[src/rtl/cdc_sync_debounce_edge_if.sv]
// Signal bundle between a synchronizer consumer and the debounce/edge block.
// Drivers use the master modport; the debouncer uses the slave modport.
interface cdc_sync_debounce_edge_if #(
  parameter int unsigned EVT_CNT_W = 8
);
  logic                 i_sig_sync;
  logic                 i_clr_cnt;
  logic                 o_level;
  logic                 o_rise;
  logic                 o_fall;
  logic                 o_busy;
  logic [EVT_CNT_W-1:0] o_evt_cnt;

  modport master (
    output i_sig_sync, i_clr_cnt,
    input  o_level, o_rise, o_fall, o_busy, o_evt_cnt
  );

  modport slave (
    input  i_sig_sync, i_clr_cnt,
    output o_level, o_rise, o_fall, o_busy, o_evt_cnt
  );
endinterface

[src/rtl/cdc_sync_debounce_edge.sv]
// Debounces a synchronized level and emits 1-cycle rise/fall pulses.
// Optional saturating rise counter is enabled by defining CDC_DEBOUNCE_EVT_CNT_EN.
module cdc_sync_debounce_edge #(
  parameter int unsigned DEBOUNCE_CYCLES = 4,
  parameter int unsigned CNT_W           = $clog2(DEBOUNCE_CYCLES + 1),
  parameter int unsigned EVT_CNT_W       = 8,
  parameter bit          RST_LEVEL       = 1'b0
) (
  input  logic                     clk,
  input  logic                     rstn,
  cdc_sync_debounce_edge_if.slave  bus
);

  typedef enum logic [1:0] {
    STABLE_LOW,
    CHECK_HIGH,
    STABLE_HIGH,
    CHECK_LOW
  } state_e;

  localparam state_e     RST_STATE = RST_LEVEL ? STABLE_HIGH : STABLE_LOW;
  localparam logic [CNT_W-1:0] LAST_CNT  = CNT_W'(DEBOUNCE_CYCLES - 1);
  localparam logic [CNT_W-1:0] FIRST_CNT = CNT_W'(1);

  state_e           state_q, state_d;
  logic [CNT_W-1:0] cnt_q, cnt_d;
  logic             rise_q, rise_d;
  logic             fall_q, fall_d;

  always_ff @(posedge clk or negedge rstn) begin
    if (!rstn) begin
      state_q <= RST_STATE;
      cnt_q   <= '0;
      rise_q  <= 1'b0;
      fall_q  <= 1'b0;
    end else begin
      state_q <= state_d;
      cnt_q   <= cnt_d;
      rise_q  <= rise_d;
      fall_q  <= fall_d;
    end
  end

  // A single-cycle debounce skips the CHECK states and accepts on the first differing sample.
  always_comb begin
    state_d = state_q;
    cnt_d   = cnt_q;
    rise_d  = 1'b0;
    fall_d  = 1'b0;
    unique case (state_q)
      STABLE_LOW: begin
        if (bus.i_sig_sync) begin
          if (DEBOUNCE_CYCLES == 1) begin
            state_d = STABLE_HIGH;
            rise_d  = 1'b1;
          end else begin
            state_d = CHECK_HIGH;
            cnt_d   = FIRST_CNT;
          end
        end
      end
      CHECK_HIGH: begin
        if (!bus.i_sig_sync) begin
          state_d = STABLE_LOW;
          cnt_d   = '0;
        end else if (cnt_q == LAST_CNT) begin
          state_d = STABLE_HIGH;
          cnt_d   = '0;
          rise_d  = 1'b1;
        end else begin
          cnt_d = cnt_q + FIRST_CNT;
        end
      end
      STABLE_HIGH: begin
        if (!bus.i_sig_sync) begin
          if (DEBOUNCE_CYCLES == 1) begin
            state_d = STABLE_LOW;
            fall_d  = 1'b1;
          end else begin
            state_d = CHECK_LOW;
            cnt_d   = FIRST_CNT;
          end
        end
      end
      CHECK_LOW: begin
        if (bus.i_sig_sync) begin
          state_d = STABLE_HIGH;
          cnt_d   = '0;
        end else if (cnt_q == LAST_CNT) begin
          state_d = STABLE_LOW;
          cnt_d   = '0;
          fall_d  = 1'b1;
        end else begin
          cnt_d = cnt_q + FIRST_CNT;
        end
      end
      default: begin
        state_d = RST_STATE;
        cnt_d   = '0;
      end
    endcase
  end

  // Level and busy are pure decodes of the state register.
  always_comb begin
    bus.o_level = (state_q == STABLE_HIGH) || (state_q == CHECK_LOW);
    bus.o_busy  = (state_q == CHECK_HIGH)  || (state_q == CHECK_LOW);
    bus.o_rise  = rise_q;
    bus.o_fall  = fall_q;
  end

`ifdef CDC_DEBOUNCE_EVT_CNT_EN
  logic [EVT_CNT_W-1:0] evt_q, evt_d;

  // Clear takes effect before the count, so a coincident rise leaves the counter at 1.
  always_comb begin
    evt_d = evt_q;
    if (bus.i_clr_cnt) evt_d = '0;
    if (rise_d && (evt_d != '1)) evt_d = evt_d + EVT_CNT_W'(1);
  end

  always_ff @(posedge clk or negedge rstn) begin
    if (!rstn) evt_q <= '0;
    else       evt_q <= evt_d;
  end

  assign bus.o_evt_cnt = evt_q;
`else
  logic unused_clr;
  assign unused_clr    = bus.i_clr_cnt;
  assign bus.o_evt_cnt = '0;
`endif

endmodule
[src/flat_wrapper.sv]
// flat-port wrapper written by rule: the top's interface ports become plain ports
module cdc_sync_debounce_edge_flat 
#(
  parameter int unsigned DEBOUNCE_CYCLES = 4,
  parameter int unsigned CNT_W           = $clog2(DEBOUNCE_CYCLES + 1),
  parameter int unsigned EVT_CNT_W       = 8,
  parameter bit          RST_LEVEL       = 1'b0
)
  (clk, rstn, bus_i_sig_sync, bus_i_clr_cnt, bus_o_level, bus_o_rise, bus_o_fall, bus_o_busy, bus_o_evt_cnt);
  cdc_sync_debounce_edge_if #(.EVT_CNT_W(EVT_CNT_W)) bus_i ();
  input  logic clk;
  input  logic rstn;
  input wire logic [$bits(bus_i.i_sig_sync)-1:0] bus_i_sig_sync;
  input wire logic [$bits(bus_i.i_clr_cnt)-1:0] bus_i_clr_cnt;
  output wire logic [$bits(bus_i.o_level)-1:0] bus_o_level;
  output wire logic [$bits(bus_i.o_rise)-1:0] bus_o_rise;
  output wire logic [$bits(bus_i.o_fall)-1:0] bus_o_fall;
  output wire logic [$bits(bus_i.o_busy)-1:0] bus_o_busy;
  output wire logic [$bits(bus_i.o_evt_cnt)-1:0] bus_o_evt_cnt;
  assign bus_i.i_sig_sync = bus_i_sig_sync;
  assign bus_i.i_clr_cnt = bus_i_clr_cnt;
  assign bus_o_level = bus_i.o_level;
  assign bus_o_rise = bus_i.o_rise;
  assign bus_o_fall = bus_i.o_fall;
  assign bus_o_busy = bus_i.o_busy;
  assign bus_o_evt_cnt = bus_i.o_evt_cnt;
  cdc_sync_debounce_edge #(.DEBOUNCE_CYCLES(DEBOUNCE_CYCLES), .CNT_W(CNT_W), .EVT_CNT_W(EVT_CNT_W), .RST_LEVEL(RST_LEVEL)) u_core (.clk(clk), .rstn(rstn), .bus(bus_i));
endmodule
[config.mk]
export PLATFORM = sky130hd
export DESIGN_NAME = cdc_sync_debounce_edge_flat
export DESIGN_NICKNAME = d
export VERILOG_FILES = /design/src/rtl/cdc_sync_debounce_edge_if.sv /design/src/rtl/cdc_sync_debounce_edge.sv /design/src/flat_wrapper.sv
export SDC_FILE = /design/constraint.sdc
export NUM_CORES = 1
export LEC_CHECK = 0
export BUFFER_PORTS_ARGS = -buffer_cell sky130_fd_sc_hd__buf_4
export CAP_MARGIN = 40
export CORE_AREA = 3 3 40 42
export DETAILED_ROUTE_END_ITERATION = 10
export DIE_AREA = 0 0 43 45
export PLACE_DENSITY = 0.63
export SLEW_MARGIN = 10
export SYNTH_ARGS = -nofsm -noshare
export SYNTH_HDL_FRONTEND = slang
export SYNTH_SLANG_ARGS = --single-unit
[constraint.sdc]
create_clock -name clk -period 1.39 [get_ports clk]
set_clock_uncertainty 0.2 [all_clocks]
set_input_delay 0.278 -clock clk [delete_from_list [all_inputs] [get_ports clk]]
set_output_delay 0.278 -clock clk [all_outputs]
set_load 0.05 [all_outputs]
### Word level (Yosys, flattened, before mapping)

Cells that the tools add are included.

| word-level totals | value |
|---|---|
| bits in registers | 7 |
| input port bits | 4 |
| output and inout port bits | 12 |
| logic and storage cells | 36 |

| operators by class | value |
|---|---|
| add/sub/neg operators | 1 |
| eq/ne operators | 8 |
| muxes and demuxes | 18 |
| reductions and logical operators | 5 |

Operators with widths:

| operator | count |
|---|---|
| $mux 3 | 5 |
| $mux 2 | 6 |
| $pmux 3 s4 | 1 |
| $pmux 2 s4 | 1 |
| $ne 3x2->1 const B | 2 |
| $mux 1 | 5 |
| $eq 2x2->1 const B | 2 |
| $ne 2x2->1 const B | 2 |
| $reduce_and 4->1 | 1 |
| $add 3x1->3 const B | 1 |
| $eq 3x2->1 const B | 1 |
| $eq 2x1->1 const B | 1 |
| $logic_not 2->1 | 1 |
| $logic_or 1x1->1 | 2 |
| $reduce_and 2->1 | 1 |

### Longest topological paths before layout

Gate-level depths: netlist (run 1).

| depth | value |
|---|---|
| depth in word-level cells | 4 |
| gate-level depth with buffers | 4 |
| mapped depth without buffers | 4 |

### Worst setup path before layout (run 1)

No wires, ideal clock.

| path | value |
|---|---|
| path type | reg2reg |
| from | reg u_core.cnt_q[0] |
| to | reg with a tool-made name |
| setup time | 128 ps |
| arrival | 1104 ps |
| path slack | -41 ps |
| stages on the path, launching flop included | 5 |
| buffers on the path | 0 |
| clock period less this slack | 1431 ps |
| cell sequence | dfrtp_1 -> ha_1 -> nor2b_1 -> nand2_1 -> mux2_1 |

RTL lines:

| what | line | RTL |
|---|---|---|
| start, declared | cdc_sync_debounce_edge.sv:26 | `logic [CNT_W-1:0] cnt_q, cnt_d;` |
| start signal, assigned | cdc_sync_debounce_edge.sv:38 | `cnt_q <= cnt_d;` |

==> results.sh, run 1 <==
export IMPL_status="finished with violations"
export IMPL_failed_checks="negative setup slack"
export IMPL_synth_cell_type_count=17
export IMPL_area_growth_pct=35.37
export IMPL_final_common_cell="conb_1"
export IMPL_viasPerCell=3.902
export IMPL_finalPower_w=0.001066
export IMPL_cts_buffer_depth=2
export IMPL_cts_tree="done"
export IMPL_die_h_um=45
export IMPL_setup_ws_ps=-7.911
export IMPL_leakage_nw=0.2397
export IMPL_fp_row_count=13
export IMPL_drt_pass1_iter_count=1
export IMPL_grt_max_degree=8
export IMPL_clock_latency_ps=250
export IMPL_path_buf_inv=0
export IMPL_ant_nets=0
export IMPL_slowest_delay_ps=380
export IMPL_fin_crit_sh_pct=100.6
export IMPL_cts_buffers=3
export IMPL_io_pins=16
export IMPL_arrival_ps=1330
export IMPL_place_hpwl_um=397
export IMPL_hold_viol=0
export IMPL_ir_drop_v=0.001292
export IMPL_dieArea_mm2=0.001935
export IMPL_met2_usage_pct=8.383
export IMPL_power_frac_comb_pct=50.3
export IMPL_cp_top_family="flip-flops"
export IMPL_htreeDepth=1
export IMPL_num_antenna_cells=0
export IMPL_grtUsageMet1_pct=7.940
export IMPL_core_area_mm2=0.001285
export IMPL_netlist_area_um2=367.9
export IMPL_grt_util_met3_pct=4.781
export IMPL_grt_usage_pct=6.812
export IMPL_synth_seq_cells=7
export IMPL_cp_cell_sequence="ha_2 > nor2b_4 > nand2_2 > mux2_4"
export IMPL_vias=238
export IMPL_antenna_found_initial=0
export IMPL_crit_required_ps=1320
export IMPL_top_usage_layer="met2"
export IMPL_start_util_pct=28.63
export IMPL_fin_nets=52
export IMPL_netlist_instances=34
export IMPL_layout_common_cells="conb_1 (8), buf_4 (7), dfrtp_1 (5)"
export IMPL_power_density_mw_per_mm2=2140
export IMPL_power_frac_clock_pct=17.4
export IMPL_wirelength_um=601
export IMPL_cp_max_fo=2
export IMPL_clock_sinks=7
export IMPL_grt_pass1_wl_um=848
export IMPL_wl_per_cell_um=9.852
export IMPL_drive_above_1_share_pct=50.00
export IMPL_die_w_um=43
export IMPL_max_freq_ghz=0.7154
export IMPL_gp_congestion=0.6652
export IMPL_start_kind="flip-flop"
export IMPL_drt_iter0_drc=0
export IMPL_grt_overflow_total=0
export IMPL_switching_share_pct=40.41
export IMPL_fin_crit_ps=1398
export IMPL_portBuffers=6
export IMPL_slew_violations=0
export IMPL_finalSetupViolCount=1
export IMPL_yosysSeqAreaShare_pct=47.62
export IMPL_final_util_pct=38.75
export IMPL_clk_pin_slew_ps=50
export IMPL_yosys_warnings=0
export IMPL_worstHoldPathType="input port to flip-flop"
export IMPL_intPower_w=0.0006351
export IMPL_p_sw_w=0.0004307
export IMPL_grt_pass1_vias=191
export IMPL_critPathSlowestCell="dfrtp_1"
export IMPL_cts_root_buf="clkbuf_4"
export IMPL_cap_violations=0
export IMPL_critical_path_class="flip-flop to flip-flop"
export IMPL_power_frac_seq_pct=32.3
export IMPL_remaining_drc_errors=0
export IMPL_avgSynthCellArea_um2=10.82
export IMPL_cp_end_kind="flip-flop"
export IMPL_rsz0062_at_grt="yes"
[synthesized netlist by cell type (all sizes together)]
library cell | instances | area share (%)
and2 | 1 | 2.0
and3b | 1 | 2.4
buf | 8 | 16
clkbuf | 2 | 2.0
conb | 1 | 1.0
dfrtp | 7 | 48
ha | 1 | 3.4
mux2 | 1 | 3.1
nand2 | 1 | 1.0
nand2b | 1 | 1.7
nand3 | 1 | 1.4
nor2 | 1 | 1.0
nor2b | 1 | 1.7
nor3b | 2 | 4.1
o21a | 2 | 4.1
o21ai | 2 | 2.7
xor2 | 1 | 4.4
[cells by family after synthesis]
| kind of cell | share of synthesized area (%) |
|---|---|
| AOI/OAI and AO/OA | 6.802 |
| adders and majority gates | 3.401 |
| other | 1.019 |
| DFF | 47.62 |
| buffers and inverters | 18.37 |
| muxes | 3.061 |
| xor gates and xnor gates | 4.423 |
| and+or+nand+nor | 15.31 |
[area by class of cell]
| type | instances | area, um2 |
|---|---|---|
| Tap cell | 15 | 18.77 |
| Fill cell | 129 | 787.0 |
| Timing Repair Buffer | 11 | 96.34 |
| Sequential cell | 7 | 177.7 |
| Clock buffer | 4 | 26.28 |
| Multi-Input combinational cell | 24 | 178.9 |
[path summary, 6_finish.rpt]
check                                            start                           to  slack (ps)  cells past startpoint
min reg2reg                                  flip-flop  u_core.bus.o_rise$_DFF_PN0_         330                      1
min in group asynchronous                         rstn  u_core.bus.o_fall$_DFF_PN0_         170                      2
max                        u_core.cnt_q[0]$_DFFE_PN0P_                    flip-flop          -8                      4
max in group asynchronous                         rstn                    async pin         690                      2
max reg2reg                u_core.cnt_q[0]$_DFFE_PN0P_                    flip-flop          -8                      4
min                                     bus_i_sig_sync  u_core.bus.o_fall$_DFF_PN0_          20                      2
[per-layer routing]
metal	vias to the layer above	routed length (um)
met1	107	250
met3	2	65
met4	0	10
met2	13	275
met5	-	0
li1	116	-
[timing repair]
action | 4_1_cts | 5_1_grt
hold endpoints to repair | 7 | 0
gates resized for setup | 4 | 5
setup buffers | 0 | 1
setup endpoints to repair | 5 | 6
hold buffers | 1 | 0
pin swaps | 0 | 2
[power groups by stage]
stage          logic, W  clock network, W  registers (W)
2_1_floorplan  0.000359                 0       0.000327
3_3_place_gp   0.000468                 0       0.000329
3_5_place_dp   0.000474                 0       0.000329
4_1_cts        0.000500          0.000201       0.000338
5_1_grt        0.000576          0.000211       0.000355
6_report       0.000537          0.000185       0.000344
[metrics by stage]
stage	hold WS, ps	setup slack [ps]	instances	cell area, um2	TNS, ps
floorplan	-217.6	2.486	41	407.9	0
global placement	-104.9	-7.724	55	426.7	-7.724
detailed placement	-104.5	-17.97	55	426.7	-17.97
CTS	7.245	-9.426	60	474.2	-12.29
global route	8.808	-59.95	61	498.0	-88.78
finish	23.24	-7.911	61	498.0	-7.911
Power figures use the tool's default switching activity.
==> inputs of run 2 (changes only) <==
--- a/config.mk
+++ b/config.mk
@@ -10,7 +10,7 @@
 export CORE_AREA = 3 3 40 42
 export DETAILED_ROUTE_END_ITERATION = 10
 export DIE_AREA = 0 0 43 45
-export PLACE_DENSITY = 0.63
+export PLACE_DENSITY = 0.61
 export SLEW_MARGIN = 10
 export SYNTH_ARGS = -nofsm -noshare
 export SYNTH_HDL_FRONTEND = slang
==> constraint.sdc (replaced) <==
create_clock -name clk -period 1.36 [get_ports clk]
set_clock_uncertainty 0.2 [all_clocks]
set_input_delay 0.272 -clock clk [delete_from_list [all_inputs] [get_ports clk]]
set_output_delay 0.272 -clock clk [all_outputs]
set_load 0.05 [all_outputs]
==> run 2 against run 1 <==
  * The run still ends with negative setup slack left
  * Die area stayed put
  * Global-route usage is 0.78 points higher
  * Worst setup slack lost 35 ps
  * Sequential power down 5%
  * Critical path depth is the same
  * Sequential share of layout area down 3.9 points
  * Total power rose by 15%
  * Maximum frequency fell by 0.37%
  * Combinational power increased by 33%
  * First-iteration DRC count up 1
  * Final cell count increased by 8.2%
  * Core utilization grew 4.1 points
  * Critical path type unchanged
==> results.sh, run 2 (synthesized netlist as in run 1, its figures left out) <==
export IMPL_start_kind="flip-flop"
export IMPL_rsz0062_at_grt="yes"
export IMPL_die_w_um=43
export IMPL_die_h_um=45
export IMPL_multi_input_area_um2=188.9
export IMPL_max_freq_ghz=0.7127
export IMPL_critical_path_class="flip-flop to flip-flop"
export IMPL_arrival_ps=1330
export IMPL_leakage_nw=0.2684
export IMPL_power_frac_seq_pct=26.6
export IMPL_wirelength_um=698
export IMPL_start_util_pct=28.63
export IMPL_core_area_mm2=0.001285
export IMPL_vias=262
export IMPL_failed_checks="negative setup slack"
export IMPL_cp_max_fo=3
export IMPL_layout_common_cells="buf_4 (11), conb_1 (8), dfrtp_1 (7)"
export IMPL_power_frac_comb_pct=58.1
export IMPL_drive_above_1_share_pct=50.98
export IMPL_grt_pass1_vias=246
export IMPL_power_frac_clock_pct=15.3
export IMPL_p_sw_w=0.0004771
export IMPL_worstHoldPathType="input port to flip-flop"
export IMPL_area_growth_pct=49.66
export IMPL_cp_end_kind="flip-flop"
export IMPL_grt_pass1_wl_um=993
export IMPL_intPower_w=0.0007516
export IMPL_finalSetupViolCount=4
export IMPL_status="finished with violations"
export IMPL_rrSetupSlack_ps=-40
export IMPL_crit_required_ps=1290
export IMPL_drt_iter0_drc=1
export IMPL_clock_latency_ps=250
export IMPL_final_util_pct=42.84
export IMPL_worstRegToRegCells=4
export IMPL_htreeDepth=1
export IMPL_grt_usage_pct=7.589
export IMPL_place_hpwl_um=455.5
export IMPL_fin_nets=57
export IMPL_ant_nets=0
export IMPL_grt_overflow_total=0
export IMPL_remaining_drc_errors=0
export IMPL_cap_violations=0
export IMPL_finalPower_w=0.001229
export IMPL_worstHoldPathCells=2
export IMPL_grt_max_degree=8
export IMPL_fin_crit_ps=1403
export IMPL_slew_violations=0
export IMPL_io_pins=16
export IMPL_clk_pin_slew_ps=50
export IMPL_cts_buffer_depth=2
export IMPL_cts_buffers=3
export IMPL_wl_per_cell_um=10.58
export IMPL_filler_cell_count=128
export IMPL_portBuffers=6
export IMPL_antenna_found_initial=0
export IMPL_fp_row_count=13
export IMPL_cts_tree="done"
export IMPL_dieArea_mm2=0.001935
export IMPL_clock_sinks=7
export IMPL_holdPathEnd="u_core.bus.o_fall$_DFF_PN0_"
export IMPL_cts_root_buf="clkbuf_4"
export IMPL_regArea_um2=175.2
export IMPL_fin_crit_sh_pct=103.2
export IMPL_hold_viol=0
export IMPL_ir_drop_v=0.001395
export IMPL_final_common_cell="buf_4"
export IMPL_min_from="bus_i_sig_sync"
export IMPL_num_antenna_cells=0
export IMPL_setup_ws_ps=-43.06
export IMPL_switching_share_pct=38.83
export IMPL_drt_pass1_iter_count=2
export IMPL_viasPerCell=3.970
export IMPL_gp_congestion=0.6408
export IMPL_power_density_mw_per_mm2=2232
export IMPL_reg2reg_from="u_core.cnt_q[0]$_DFFE_PN0P_"
[run 2: per-stage QoR]
| stage | hold slack, ps | setup slack (ps) | setup TNS [ps] | instance area (um2) | std cells |
|---|---|---|---|---|---|
| 3_3_place_gp | -110.3 | -21.21 | -23.01 | 436.7 | 56 |
| 6_report | 52.32 | -43.06 | -93.64 | 550.5 | 66 |
| 3_5_place_dp | -109.3 | -44.14 | -60.12 | 436.7 | 56 |
| 2_1_floorplan | -223.6 | 7.089 | 0 | 410.4 | 41 |
| 5_1_grt | 48.39 | -68.08 | -332.1 | 550.5 | 66 |
| 4_1_cts | 9.656 | -55.47 | -123.6 | 498.0 | 62 |
[run 2: worst max-delay path by stage]
stage | end | slack, ps | start | depth (start not counted)
after floorplan | flip-flop | 7 | u_core.cnt_q[0]$_DFFE_PN0P_ | 4
after global placement | flip-flop | -20 | u_core.cnt_q[1]$_DFFE_PN0P_ | 4
after detailed placement | flip-flop | -40 | u_core.cnt_q[1]$_DFFE_PN0P_ | 4
after CTS | flip-flop | -60 | u_core.cnt_q[0]$_DFFE_PN0P_ | 4
after global routing | flip-flop | -70 | u_core.cnt_q[0]$_DFFE_PN0P_ | 4
final | flip-flop | -40 | u_core.cnt_q[0]$_DFFE_PN0P_ | 4
[run 2: final cells by class]
type | count | share of cell area, %
multi-input cells | 24 | 34.32
flip-flops and latches | 7 | 31.82
repair buffers | 16 | 25.68
clock buffers | 4 | 4.773
well taps | 15 | 3.409
[run 2: timing repair]
action,in CTS,in global routing
endpoints found under the hold margin,7,0
gates cloned,0,0
pin swaps,1,1
setup endpoints to repair,5,6
hold buffers,1,0
gates resized for setup,4,4
buffers inserted,1,4
[run 2: power by group through the flow]
stage	logic, W	registers, W	clock network [W]
3_3_place_gp	0.000515	0.000327	0
5_1_grt	0.000764	0.000334	0.000210
2_1_floorplan	0.000369	0.000337	0
4_1_cts	0.000586	0.000322	0.000198
3_5_place_dp	0.000521	0.000330	0
6_report	0.000714	0.000327	0.000188
[run 2: layer usage]
layer	part of all wire [%]	wire [um]	vias up	track usage (%)
li1	-	-	127	-
met2	54	378	14	11.08
met3	13	94	0	7.968
met5	0	0	-	0
met1	32	225	121	7.500
met4	0	0	0	1.807
[run 2: critical path, cell delays in order, from the launching register on]
cell and delay, ps:
dfrtp_1 380, ha_2 190, nor2b_4 130, nand2_2 90, mux2_4 300
